File: src/rtl/trace_scheduler_if.sv
// Tracer start/done handshake plus trace_buffer write port, grouped for the scheduler.
// master = scheduler side, slave = tracer/buffer side.
interface trace_scheduler_if #(
    parameter int HEIGHT_W = 8
);
    logic                trc_start;
    logic [9:0]          trc_column;
    logic                trc_done;
    logic                trc_side;
    logic [HEIGHT_W-1:0] trc_height;
    logic                buf_we;
    logic [9:0]          buf_addr;
    logic                buf_side;
    logic [HEIGHT_W-1:0] buf_height;

    modport master (
        output trc_start, trc_column, buf_we, buf_addr, buf_side, buf_height,
        input  trc_done, trc_side, trc_height
    );

    modport slave (
        input  trc_start, trc_column, buf_we, buf_addr, buf_side, buf_height,
        output trc_done, trc_side, trc_height
    );
endinterface

File: src/rtl/trace_scheduler.sv
// VBLANK column-trace sequencer: issue, wait for tracer, commit to trace_buffer.
// Optional TRACE_SCHED_HALFRES_EN traces even columns only and writes each result twice.
module trace_scheduler #(
    parameter int START_COL = 0,
    parameter int END_COL   = 639,
    parameter int HEIGHT_W  = 8,
    parameter int TIMEOUT   = 1023
) (
    input  logic                clk,
    input  logic                reset,
    input  logic                enable,
    trace_scheduler_if.master   bus,
    output logic                frame_done,
    output logic                overrun,
    output logic                timeout_seen
);
    localparam int WAIT_W = (TIMEOUT < 2) ? 1 : $clog2(TIMEOUT);
    localparam logic [WAIT_W-1:0] WAIT_LAST = WAIT_W'(TIMEOUT - 1);
    localparam logic [WAIT_W-1:0] WAIT_ONE  = WAIT_W'(1);
    localparam logic [9:0]        LAST_COL  = 10'(END_COL);
`ifdef TRACE_SCHED_HALFRES_EN
    localparam logic [9:0]        FIRST_COL = 10'(START_COL) & 10'h3FE;
`else
    localparam logic [9:0]        FIRST_COL = 10'(START_COL);
`endif

    typedef enum logic [2:0] {
        IDLE,
        ISSUE,
        WAIT,
        STORE,
`ifdef TRACE_SCHED_HALFRES_EN
        STORE2,
`endif
        DONE
    } state_t;

    state_t              state_reg;
    logic [1:0]          rst_sync_reg;
    logic [9:0]          col_reg;
    logic [WAIT_W-1:0]   wait_cnt_reg;
    logic                enable_reg;
    logic                enable_rise_reg;
    logic                trc_start_reg;
    logic                buf_we_reg;
    logic [9:0]          buf_addr_reg;
    logic                buf_side_reg;
    logic [HEIGHT_W-1:0] buf_height_reg;
    logic                frame_done_reg;
    logic                overrun_reg;
    logic                timeout_seen_reg;
    logic                sweeping;
`ifdef TRACE_SCHED_HALFRES_EN
    logic [10:0]         col_plus1;
    logic [10:0]         col_plus2;

    assign col_plus1 = {1'b0, col_reg} + 11'd1;
    assign col_plus2 = {1'b0, col_reg} + 11'd2;
`endif

    assign sweeping = (state_reg != IDLE) && (state_reg != DONE);

    // Reset assertion is immediate; release reaches the FSM two clocks later.
    always_ff @(posedge clk or negedge reset) begin
        if (!reset) begin
            rst_sync_reg <= 2'b00;
        end else begin
            rst_sync_reg <= {rst_sync_reg[0], 1'b1};
        end
    end

    always_ff @(posedge clk or negedge reset) begin
        if (!reset) begin
            state_reg        <= IDLE;
            col_reg          <= FIRST_COL;
            wait_cnt_reg     <= '0;
            enable_reg       <= 1'b0;
            enable_rise_reg  <= 1'b0;
            trc_start_reg    <= 1'b0;
            buf_we_reg       <= 1'b0;
            buf_addr_reg     <= '0;
            buf_side_reg     <= 1'b0;
            buf_height_reg   <= '0;
            frame_done_reg   <= 1'b0;
            overrun_reg      <= 1'b0;
            timeout_seen_reg <= 1'b0;
        end else if (rst_sync_reg[1]) begin
            enable_reg      <= enable;
            enable_rise_reg <= enable & ~enable_reg;
            trc_start_reg   <= 1'b0;
            buf_we_reg      <= 1'b0;
            frame_done_reg  <= 1'b0;

            // Losing the window mid-sweep abandons it; col keeps the aborted column.
            if (sweeping && !enable_reg) begin
                state_reg   <= IDLE;
                overrun_reg <= 1'b1;
            end else begin
                case (state_reg)
                    IDLE, DONE: begin
                        if (enable_rise_reg) begin
                            col_reg          <= FIRST_COL;
                            overrun_reg      <= 1'b0;
                            timeout_seen_reg <= 1'b0;
                            trc_start_reg    <= 1'b1;
                            state_reg        <= ISSUE;
                        end
                    end
                    ISSUE: begin
                        wait_cnt_reg <= '0;
                        state_reg    <= WAIT;
                    end
                    WAIT: begin
                        if (bus.trc_done) begin
                            buf_we_reg     <= 1'b1;
                            buf_addr_reg   <= col_reg;
                            buf_side_reg   <= bus.trc_side;
                            buf_height_reg <= bus.trc_height;
                            state_reg      <= STORE;
                        end else if (wait_cnt_reg == WAIT_LAST) begin
                            // Dead column: zero height renders as the error colour.
                            buf_we_reg       <= 1'b1;
                            buf_addr_reg     <= col_reg;
                            buf_side_reg     <= 1'b0;
                            buf_height_reg   <= '0;
                            timeout_seen_reg <= 1'b1;
                            state_reg        <= STORE;
                        end else begin
                            wait_cnt_reg <= wait_cnt_reg + WAIT_ONE;
                        end
                    end
`ifdef TRACE_SCHED_HALFRES_EN
                    STORE: begin
                        if (col_plus1 <= {1'b0, LAST_COL}) begin
                            buf_we_reg   <= 1'b1;
                            buf_addr_reg <= col_plus1[9:0];
                            state_reg    <= STORE2;
                        end else begin
                            frame_done_reg <= 1'b1;
                            state_reg      <= DONE;
                        end
                    end
                    STORE2: begin
                        if (col_plus2 > {1'b0, LAST_COL}) begin
                            frame_done_reg <= 1'b1;
                            state_reg      <= DONE;
                        end else begin
                            col_reg       <= col_plus2[9:0];
                            trc_start_reg <= 1'b1;
                            state_reg     <= ISSUE;
                        end
                    end
`else
                    STORE: begin
                        if (col_reg == LAST_COL) begin
                            frame_done_reg <= 1'b1;
                            state_reg      <= DONE;
                        end else begin
                            col_reg       <= col_reg + 10'd1;
                            trc_start_reg <= 1'b1;
                            state_reg     <= ISSUE;
                        end
                    end
`endif
                    default: state_reg <= IDLE;
                endcase
            end
        end
    end

    assign bus.trc_start  = trc_start_reg;
    assign bus.trc_column = col_reg;
    assign bus.buf_we     = buf_we_reg;
    assign bus.buf_addr   = buf_addr_reg;
    assign bus.buf_side   = buf_side_reg;
    assign bus.buf_height = buf_height_reg;
    assign frame_done     = frame_done_reg;
    assign overrun        = overrun_reg;
    assign timeout_seen   = timeout_seen_reg;
endmodule
File: src/flat_wrapper.sv
// flat-port wrapper written by rule: the top's interface ports become plain ports
module trace_scheduler_flat 
#(
    parameter int START_COL = 0,
    parameter int END_COL   = 639,
    parameter int HEIGHT_W  = 8,
    parameter int TIMEOUT   = 1023
)
  (clk, reset, enable, frame_done, overrun, timeout_seen, bus_trc_start, bus_trc_column, bus_buf_we, bus_buf_addr, bus_buf_side, bus_buf_height, bus_trc_done, bus_trc_side, bus_trc_height);
  trace_scheduler_if #(.HEIGHT_W(HEIGHT_W)) bus_i ();
  input  logic clk;
  input  logic reset;
  input  logic enable;
  output logic frame_done;
  output logic overrun;
  output logic timeout_seen;
  output wire logic [$bits(bus_i.trc_start)-1:0] bus_trc_start;
  output wire logic [$bits(bus_i.trc_column)-1:0] bus_trc_column;
  output wire logic [$bits(bus_i.buf_we)-1:0] bus_buf_we;
  output wire logic [$bits(bus_i.buf_addr)-1:0] bus_buf_addr;
  output wire logic [$bits(bus_i.buf_side)-1:0] bus_buf_side;
  output wire logic [$bits(bus_i.buf_height)-1:0] bus_buf_height;
  input wire logic [$bits(bus_i.trc_done)-1:0] bus_trc_done;
  input wire logic [$bits(bus_i.trc_side)-1:0] bus_trc_side;
  input wire logic [$bits(bus_i.trc_height)-1:0] bus_trc_height;
  assign bus_trc_start = bus_i.trc_start;
  assign bus_trc_column = bus_i.trc_column;
  assign bus_buf_we = bus_i.buf_we;
  assign bus_buf_addr = bus_i.buf_addr;
  assign bus_buf_side = bus_i.buf_side;
  assign bus_buf_height = bus_i.buf_height;
  assign bus_i.trc_done = bus_trc_done;
  assign bus_i.trc_side = bus_trc_side;
  assign bus_i.trc_height = bus_trc_height;
  trace_scheduler #(.START_COL(START_COL), .END_COL(END_COL), .HEIGHT_W(HEIGHT_W), .TIMEOUT(TIMEOUT)) u_core (.clk(clk), .reset(reset), .enable(enable), .bus(bus_i), .frame_done(frame_done), .overrun(overrun), .timeout_seen(timeout_seen));
endmodule
File: config.mk
export PLATFORM = sky130hd
export DESIGN_NAME = trace_scheduler_flat
export DESIGN_NICKNAME = d
export VERILOG_FILES = /design/src/rtl/trace_scheduler_if.sv /design/src/rtl/trace_scheduler.sv /design/src/flat_wrapper.sv
export SDC_FILE = /design/constraint.sdc
export NUM_CORES = 1
export LEC_CHECK = 0
export CAP_MARGIN = 5
export CORE_MARGIN = 5
export CORE_UTILIZATION = 50
export DETAILED_ROUTE_END_ITERATION = 16
export GPL_TIMING_DRIVEN = 0
export PLACE_DENSITY = 0.76
export SETUP_SLACK_MARGIN = 0.5
export SLEW_MARGIN = 20
export SYNTH_ARGS = -nofsm -noshare
export SYNTH_HDL_FRONTEND = slang
export SYNTH_SLANG_ARGS = --single-unit
File: constraint.sdc
create_clock -name clk -period 2.6 [get_ports clk]
set_input_delay 0.52 -clock clk [delete_from_list [all_inputs] [get_ports clk]]
set_output_delay 0.52 -clock clk [all_outputs]
set_load 0.05 [all_outputs]
== Word-level counts from Yosys, hierarchy flattened ==
Index checks and enable logic that the tools add are counted.
Word-level totals
  latch bits: 0
  word-level logic and storage cells: 86
  register bits: 51
  input bits: 13
  memories kept: 0
  memory bits (writable): 0
  output and inout port bits: 34
  bits in read-only memories: 0
Operators by class
  $add $sub $neg: 2
  $lt $le $gt $ge: 0
  equality and inequality tests: 14
  bitwise logic cells: 3
  reduce and logical (&&, ||, !) cells: 18
  shift operators: 0
  mux-type cells: 35
  $mul: 0
  div/mod/pow operators: 0
Operators by type and width (number)
  $mux 10: 6
  $pmux 10 s2: 2
  $add 10x1->10 const B: 2
  $eq 10x10->1 const B: 2
  $mux 1: 17
  $mux 8: 2
  $mux 3: 5
  $pmux 3 s4: 1
  $reduce_bool 2->1: 6
  $reduce_and 5->1: 2
  $eq 3x2->1 const B: 2
  $ne 2x2->1 const B: 3
  $reduce_and 3->1: 2
  $reduce_and 6->1: 1
  $ne 2x1->1 const B: 2
  $ne 4x2->1 const B: 1
  $pmux 1 s2: 2
  $reduce_and 4->1: 1
  $eq 3x1->1 const B: 1
  $eq 3x3->1 const B: 1
  $logic_not 3->1: 1
  $ne 3x1->1 const B: 1
  $ne 3x3->1 const B: 1
  $reduce_bool 3->1: 1
  other kinds (5): 7

== Longest topological paths before layout ==
Gate-level depths: netlist of the first run.
  depth in word-level cells: 5
  gate-level depth with buffers: 7
  mapped depth without buffers: 6

== Least setup slack after synthesis of the first run ==
OpenSTA, ideal clock, no wires.
  kind: reg-to-reg
  start: reg u_core.col_reg[0], in the netlist u_core.bus.trc_column[0]
  end: reg u_core.col_reg[4], in the netlist u_core.bus.trc_column[4]
  setup slack: 0.620 ns
  path buffers: 1
  arrival: 1.832 ns
  required time: 2.452 ns
  cell stages (with the launch flop): 7
  library setup time: 0.148 ns
  clock period less this slack: 1.980 ns
  cell sequence: dfrtp_1 -> ha_1 -> nand3_1 -> nor4_2 -> or3_1 -> buf_2 -> o31ai_1
On the way
  longest elaborated chain between the ends: 3
  elaborated cells between the ends (all ways): 6
  those cells by class: add/sub (1); eq/ne (2); mux (2); reduce/logical (1)
Ends and longest elaborated chain
  start: declaration: line trace_scheduler.sv:40  | logic [9:0] col_reg;
  start signal: assignment: line trace_scheduler.sv:159  | col_reg <= col_reg + 10'd1;
  $add 10x1->10 or $eq 10x10->1 (tied branches): line trace_scheduler.sv:159, trace_scheduler.sv:155
  $mux 10 or $ne 2x2->1 (tied branches)
  $pmux 10 s2 or $reduce_and 5->1 (tied branches)
Several ways; a longest one is shown, not always the timed one. The select of a mux whose other input is x is not followed.
A chain may end at the register's enable or synchronous reset.

== Final worst setup path of the first run ==
  start: reg u_core.wait_cnt_reg[0]
  end: reg u_core.buf_addr_reg[8], in the netlist u_core.bus.buf_addr[8]
On the way
  longest elaborated chain between the ends: 3
Ends and longest elaborated chain
  start: declaration: line trace_scheduler.sv:41  | logic [WAIT_W-1:0] wait_cnt_reg;
  start signal: assignment: line trace_scheduler.sv:129  | wait_cnt_reg <= wait_cnt_reg + WAIT_ONE;
  $eq 10x10->1: line trace_scheduler.sv:120  | end else if (wait_cnt_reg == WAIT_LAST) begin
  $reduce_bool 2->1 (no line)
  $reduce_and 4->1 (no line)
  end signal: assignment: line trace_scheduler.sv:116  | buf_addr_reg <= col_reg;
  end signal: assignment: line trace_scheduler.sv:123  | buf_addr_reg <= col_reg;
  end: declaration: line trace_scheduler.sv:46  | logic [9:0] buf_addr_reg;
Every way passes these cells.

==> summary.md, run 1 <==
| Metric | Value |
|---|---|
| Finished Cell Area | `roughly 0.0034 mm2` |
| Final hold violation count | `0` |
| Seq pwr share | `43.9%` |
| Row cnt | `26` |
| DR pass1 iterations | `4` |
| Num CTS Buffers | `5` |
| Root Driver | `clkbuf_8` |
| Largest net degree at the start of global routing | `between 50 and 60` |
| Die extent in x | `slightly above 80 um` |
| Number of synthesized register bits | `51` |
| GRT Total Usage | `between 15 and 20%` |
| Vias per inst | `around 5.5` |
| Placed wire-length estimate | `3.89 mm` |
| Area of the core | `~0.005 mm2` |
| Syn Std Cell Area | `0.00267 mm2` |
| Reg clk slew, reported paths | `around 100 ps` |
| Vias in the first global route | `slightly above 2000` |
| Worst Path Required | `about 2800 ps` |
| Worst slew margin | `a little under three fifths` |
| HP Class | `input pin to asynchronous set/reset pin` |
| Critical Path Slowest Stage Cell | `dfrtp_1` |
| Cells along the critical path | `inv_1 > ha_1 > nand3_2 > o31a_1 > nor4b_4 > buf_4 > clkbuf_16 > mux2_4` |
| Final net count | `roughly 320` |
| Worst Tran Pin Value | `between 600 and 700 ps` |
| Maximum clock rate | `between 400 and 500 MHz` |
| Crit path largest cell delay | `between 400 and 500 ps` |
| Crit Path Category | `flip-flop to flip-flop` |
| Antenna Nets Post-Route | `0` |
| WL per Instance | `around 15 um` |
| Lkg Pwr | `~1.6 nW` |
| Synthesized Nets | `~270` |
| FF-to-FF path depth | `8` |
| Worst-Skew Late Latency | `around 300 ps` |
| P_int | `~0.0015 W` |
| Clock network power share | `between 20% and 30%` |
| Final Skew | `7.99 ps` |
| Critical Path AT | `approximately 2300 ps` |
| # DRC | `0` |
| Placer Congestion | `roughly 0.8` |
| Placed Instance Area | `~0.0032 mm2` |
| Max-cap violations | `0` |
| Synth warn | `0` |
| TritonCTS clock tree | `built` |
| R2r endpoint | `u_core.bus.buf_addr[8]` |
| Clk sinks | `a little over 50` |
| Area growth syn-to-layout | `27.3%` |
| Status | `completed` |
| CTS Hold Bufs | `0` |
| First-pass GRT wire length | `between 9 and 10 mm` |
| Crit Path Max Fanout | `5` |
| H-tree depth | `2` |
| Share of cells above drive strength 1 | `14.9%` |
| Hold WS | `about 220 ps` |
| Setup Viol. Count Final | `0` |
| Worst R2R Setup Slack | `480 ps` |
| Synth Area per Inst | `between 10 and 15 um2` |
| Fin crit share | `81.4%` |
| Starting Density | `between 50% and 60%` |
| Comb power frac | `31.5%` |
| Setup WS post-layout | `about 480 ps` |
| Net Sw Power | `0.000851 W` |
| Cells after synthesis | `between 200 and 300` |
| Grt ovf | `0` |
| Initial antenna violation count | `0` |
| Library cells used by synthesis | `51` |
| Clk buf depth | `2` |
| Crit. End Element | `flip-flop` |
| Commonest non-fill, non-tap cell in the layout | `dfrtp_1` |
| Die Span Y | `83.0 um` |
| RSZ-0062 raised after global routing | `true` |
| Critical Path Source Type | `flip-flop` |
| Die area | `approximately 0.007 mm2` |
| Routed WL | `~5.6 mm` |
| Worst vdd ir | `0.571 mV` |
| Diodes inserted | `0` |
| Sw Ratio | `between 30% and 40%` |
| PD cells | `roughly 700 mW/mm2` |
| Most frequent cells in the layout | `dfrtp_1 (51), clkdlybuf4s50_1 (35), nand2_1 (28)` |
| Max Transition Viols Final | `0` |
| Via count | `2083` |
| Minimum clock period | `approximately 2100 ps` |
| Port bufs | `between 40 and 50` |
| DR iter-0 viols | `about 150` |
| Power Total | `approximately 0.0024 W` |
| Sequential element share of the synthesized area | `between 40% and 50%` |
| IO Pins | `47` |
| R2R Path Start | `u_core.wait_cnt_reg[0]` |
| DP Worst Slack | `approximately 360 ps` |
## worst max-delay path: cells and delay by family, from the launching register on
family,cells,cell delay (ps)
adders and majority gates,1,170
muxes,1,290
buffers and inverters,3,400
DFF,1,430
and+or+nand+nor,2,360
AOI/OAI and AO/OA,1,340
## per-layer routing
| metal | global-route usage, % | vias up | routed length [um] |
|---|---|---|---|
| met5 | 0 | - | 0 |
| met4 | 4.01 | 0 | 54 |
| met3 | 4.36 | 6 | 316 |
| met2 | 26.4 | 52 | 2670 |
| met1 | 23.1 | 1013 | 2580 |
| li1 | - | 1012 | - |
## power groups by stage
stage          clock network [W]  registers (W)  logic [W]
6_report                0.000580        0.00104   0.000743
5_1_grt                 0.000630        0.00106   0.000803
4_1_cts                 0.000595        0.00103   0.000741
3_5_place_dp                   0        0.00104   0.000741
3_3_place_gp                   0        0.00104   0.000728
2_1_floorplan                  0        0.00130   0.000227
## timing repair
action | in CTS | in global routing
setup buffers | 0 | 3
cloned | 0 | 1
endpoints found under the setup margin | 6 | 15
resized for setup | 6 | 6
pin swaps | 0 | 2
## kinds of logic (layout without fill, tap and decap cells)
logic type / Yosys count / count (layout) / share of synthesized area [%]
flops: 51 / 51 / 47.9
simple gates: 94 / 94 / 22.3
compound gates: 48 / 48 / 11.8
mux: 24 / 24 / 10.9
fa+ha+maj: 3 / 3 / 1.41
buf+inv: 30 / 88 / 5.49
other cells: 1 / 1 / 0.141
## synth_stat cells (all sizes together)
cell type / count / area [um2]
nand2: 28 / 105
o41ai: 1 / 8.76
nand2b: 7 / 43.8
inv: 18 / 67.6
ha: 3 / 37.5
o22ai: 3 / 18.8
mux2i: 14 / 140
and3: 2 / 12.5
buf: 7 / 60.1
o31ai: 12 / 90.1
a21oi: 2 / 10.0
nor2: 9 / 33.8
nand3: 10 / 50.1
o21ai: 16 / 83.8
and4b: 1 / 10.0
or3: 1 / 6.26
o211ai: 1 / 7.51
or4: 3 / 22.5
dfrtp: 51 / 1280
nor4: 7 / 83.8
mux2: 10 / 150
nor3b: 4 / 40.0
a21o: 1 / 7.51
nor4b: 1 / 23.8
nand4: 3 / 33.8
nor2b: 3 / 18.8
a31oi: 5 / 31.3
clkbuf: 5 / 18.8
o31a: 1 / 8.76
conb: 1 / 3.75
or3b: 3 / 28.8
a21boi: 3 / 22.5
and2: 1 / 6.26
nor3: 5 / 25.0
or4b: 1 / 10.0
nand3b: 3 / 22.5
a31o: 1 / 8.76
and4: 1 / 10.0
and3b: 1 / 8.76
a22o: 1 / 8.76
o2111ai: 1 / 8.76
## metrics by stage
stage / util (%) / cells / TNS (ps)
floorplan: - / 251 / 0
global placement: 62.5 / 367 / -26380
detailed placement: 62.5 / 367 / 0
CTS: 64.7 / 375 / 0
global route: 66.0 / 379 / 0
finish: 66.0 / 379 / 0
## cell type report
cell class	instances	area, um2
Inverter	18	67.6
Fill cell	435	1750
Multi-Input combinational cell	170	1250
Sequential cell	51	1280
Clock buffer	6	82.6
Timing Repair Buffer	50	508
Clock inverter	2	38.8
Tap cell	70	87.6
Buffer	12	78.8
## worst max path at each step
stage	startpoint	to	slack (ps)	cells after the start
6_report	u_core.wait_cnt_reg[0]	u_core.bus.buf_addr[8]	480	8
5_1_grt	u_core.wait_cnt_reg[0]	u_core.bus.buf_addr[0]	440	8
4_1_cts	u_core.bus.trc_column[0]	bus_trc_column[0]	500	1
3_5_place_dp	bus_trc_done	u_core.wait_cnt_reg[7]	360	5
3_3_place_gp	reset	u_core.bus.buf_height[1]	-520	1
2_1_floorplan	u_core.bus.trc_column[0]	u_core.bus.trc_column[4]	620	6
No activity file was read; power rests on OpenSTA's default activity.
==> inputs of run 2 (changes only) <==
- clock period: 2.6 -> 2.09 ns (I/O delays scaled with it)
==> summary.md, run 2 (same netlist as run 1, synthesis figures left out) <==
| Metric | Value |
|---|---|
| Final hold violation count | `0 (unchanged)` |
| Critical Path AT | `2320 ps (was 2310 ps)` |
| Hold WS | `131 ps (was 222 ps)` |
| Via count | `2347 (was 2083)` |
| Cells along the critical path | `inv_1 > ha_2 > nand3_2 > o31a_1 > nor4b_4 > buf_4 > clkbuf_16 > mux2_4 (was inv_1 > ha_1 > nand3_2 > o31a_1 > nor4b_4 > buf_4 > clkbuf_16 > mux2_4)` |
| Commonest non-fill, non-tap cell in the layout | `dfrtp_1 (unchanged)` |
| Vias in the first global route | `2359 (was 2073)` |
| Crit Path Category | `flip-flop to flip-flop (unchanged)` |
| Placed Instance Area | `0.00329 mm2 (was 0.00321 mm2)` |
| Placer Congestion | `0.804 (was 0.816)` |
| Worst Tran Pin Value | `655 ps (was 639 ps)` |
| Status | `finished with violations (was completed)` |
| Die Span Y | `83.0 um (unchanged)` |
| P_int | `0.00178 W (was 0.00151 W)` |
| Most frequent cells in the layout | `dfrtp_1 (37), buf_4 (30), nand2_1 (28) (was dfrtp_1 (51), clkdlybuf4s50_1 (35), nand2_1 (28))` |
| # DRC | `0 (unchanged)` |
| TritonCTS clock tree | `built (unchanged)` |
| Clk sinks | `51 (unchanged)` |
| Minimum clock period | `2120 ps (about the same)` |
| Area of the core | `0.00514 mm2 (unchanged)` |
| Starting Density | `51.9% (unchanged)` |
| Final net count | `357 (was 324)` |
| HP Class | `input pin to asynchronous set/reset pin (unchanged)` |
| Setup WS post-layout | `-34.4 ps (was 482 ps)` |
| Port bufs | `46 (unchanged)` |
| Worst slew margin | `56.4% (was 57.4%)` |
| Seq pwr share | `44.5% (was 43.9%)` |
| Finished Cell Area | `0.00391 mm2 (was 0.00339 mm2)` |
| Setup Viol. Count Final | `10 (was 0)` |
| WP depth | `8 (unchanged)` |
| Die area | `0.00689 mm2 (unchanged)` |
| Diodes inserted | `0 (unchanged)` |
| Clk buf depth | `2 (unchanged)` |
| Comb power frac | `34.6% (was 31.5%)` |
| Grt ovf | `0 (unchanged)` |
| Critical Path Source Type | `flip-flop (unchanged)` |
| Worst-Skew Late Latency | `310 ps (was 300 ps)` |
| Num CTS Buffers | `5 (unchanged)` |
| DR iter-0 viols | `267 (was 153)` |
| Family with the most delay on the worst path | `simple AND/OR/NAND/NOR gates (was flip-flops)` |
| Reg clk slew, reported paths | `100 ps (about the same)` |
| Antenna Nets Post-Route | `0 (unchanged)` |
| Worst Path Buf+Inv | `3 (unchanged)` |
| H-tree depth | `2 (unchanged)` |
| CTS Hold Bufs | `0 (unchanged)` |
| PD cells | `752 mW/mm2 (was 695 mW/mm2)` |
| Row cnt | `26 (unchanged)` |
| Maximum clock rate | `471 MHz (was 472 MHz)` |
| Routed WL | `7.53 mm (was 5.63 mm)` |
| Placed wire-length estimate | `3.99 mm (was 3.89 mm)` |
| Initial antenna violation count | `0 (unchanged)` |
| Largest net degree at the start of global routing | `52 (unchanged)` |
| Sw Ratio | `39.4% (was 36.1%)` |
| Critical Path Slowest Stage Cell | `dfrtp_1 (unchanged)` |
| Fin crit share | `102% (was 81.4%)` |
| Root Driver | `clkbuf_8 (unchanged)` |
| Lkg Pwr | `1.70 nW (was 1.57 nW)` |
| Max-cap violations | `0 (unchanged)` |
| Area growth syn-to-layout | `46.5% (was 27.3%)` |
| Crit path largest cell delay | `410 ps (was 430 ps)` |
| WL per Instance | `18.3 um (was 14.9 um)` |
| DP Worst Slack | `-84.6 ps (was 362 ps)` |
| Die extent in x | `83.0 um (unchanged)` |
| Clock network power share | `21.0% (was 24.6%)` |
| Power Total | `0.00293 W (was 0.00236 W)` |
| Final Skew | `7.20 ps (was 7.99 ps)` |
| IO Pins | `47 (unchanged)` |
| Worst vdd ir | `0.732 mV (was 0.571 mV)` |
| Share of cells above drive strength 1 | `45.9% (was 14.9%)` |
| Net Sw Power | `0.00116 W (was 0.000851 W)` |
| Crit Path Max Fanout | `5 (unchanged)` |
| DR pass1 iterations | `4 (unchanged)` |
| FF-to-FF path depth | `8 (unchanged)` |
| Setup TNS | `-275 ps (was 0 ps)` |
| First-pass GRT wire length | `11.3 mm (was 9.77 mm)` |
| GRT Total Usage | `19.7% (was 16.7%)` |
| Crit. End Element | `flip-flop (unchanged)` |
| Max Transition Viols Final | `0 (unchanged)` |
| Failing checks | `negative setup slack` |
| Worst Path Required | `2290 ps (was 2790 ps)` |
| RSZ-0062 raised after global routing | `true (unchanged)` |
| Vias per inst | `5.70 (was 5.50)` |
run 2: cell types whose count changed in the layout (fill, tap and decap cells not counted), moves of 6 or more:
| cell | before | now |
|---|---|---|
| clkdlybuf4s50_1 | 35 | 10 |
| o21ai_2 | 1 | 9 |
| buf_4 | 5 | 30 |
| o31ai_2 | 0 | 6 |
| clkbuf_2 | 0 | 7 |
| o31ai_1 | 12 | 4 |
| dfrtp_2 | 0 | 14 |
| buf_6 | 2 | 10 |
| clkdlybuf4s15_2 | 0 | 23 |
| dfrtp_1 | 51 | 37 |
run 2: stage by stage:
stage               util (%)  std cells
floorplan                  -        251
global placement        64.0        367
detailed placement      64.0        367
CTS                     73.2        401
global route            76.0        412
finish                  76.0        412
run 2: final timing paths:
kind	endpoint	from	slack, ps
worst max register to register	u_core.bus.buf_addr[2]	u_core.wait_cnt_reg[0]	-30
min in group clk	u_core.rst_sync_reg[1]	u_core.rst_sync_reg[0]	360
max in group asynchronous	u_core.bus.trc_column[2]	reset	1480
worst min register to register	u_core.rst_sync_reg[1]	u_core.rst_sync_reg[0]	360
worst max-delay path	u_core.bus.buf_addr[2]	u_core.wait_cnt_reg[0]	-30
worst min-delay path	u_core.bus.buf_height[4]	reset	130
run 2: power by group through the flow:
stage               logic [W]  registers, W  clock network [W]
floorplan            0.000290       0.00162                  0
CTS                  0.000973       0.00129           0.000624
finish                0.00101       0.00130           0.000615
global placement     0.000914       0.00130                  0
detailed placement   0.000934       0.00131                  0
global route          0.00109       0.00133           0.000660
run 2: metal layers:
metal	global-route usage [%]	up-vias	share of wire, %
met4	4.16	0	2.2
met3	4.36	17	4.8
li1	-	1085	-
met2	34.4	81	52
met1	24.9	1164	41
met5	0	-	0
run 2: layout make-up:
| class | instances | area (um2) |
|---|---|---|
| well taps | 70 | 87.6 |
| multi-input cells | 170 | 1470 |
| plain buffers | 12 | 114 |
| inverters | 18 | 67.6 |
| fillers | 368 | 1230 |
| repair buffers | 83 | 777 |
| clock inverters | 2 | 16.3 |
| clock buffers | 6 | 82.6 |
| flip-flops and latches | 51 | 1290 |
run 2: timing repair:
action	CTS	global route
pin swaps	16	5
gates resized for setup	127	43
setup endpoints to repair	77	54
gates cloned	4	0
hold endpoints to repair	0	0
buffers inserted	22	11
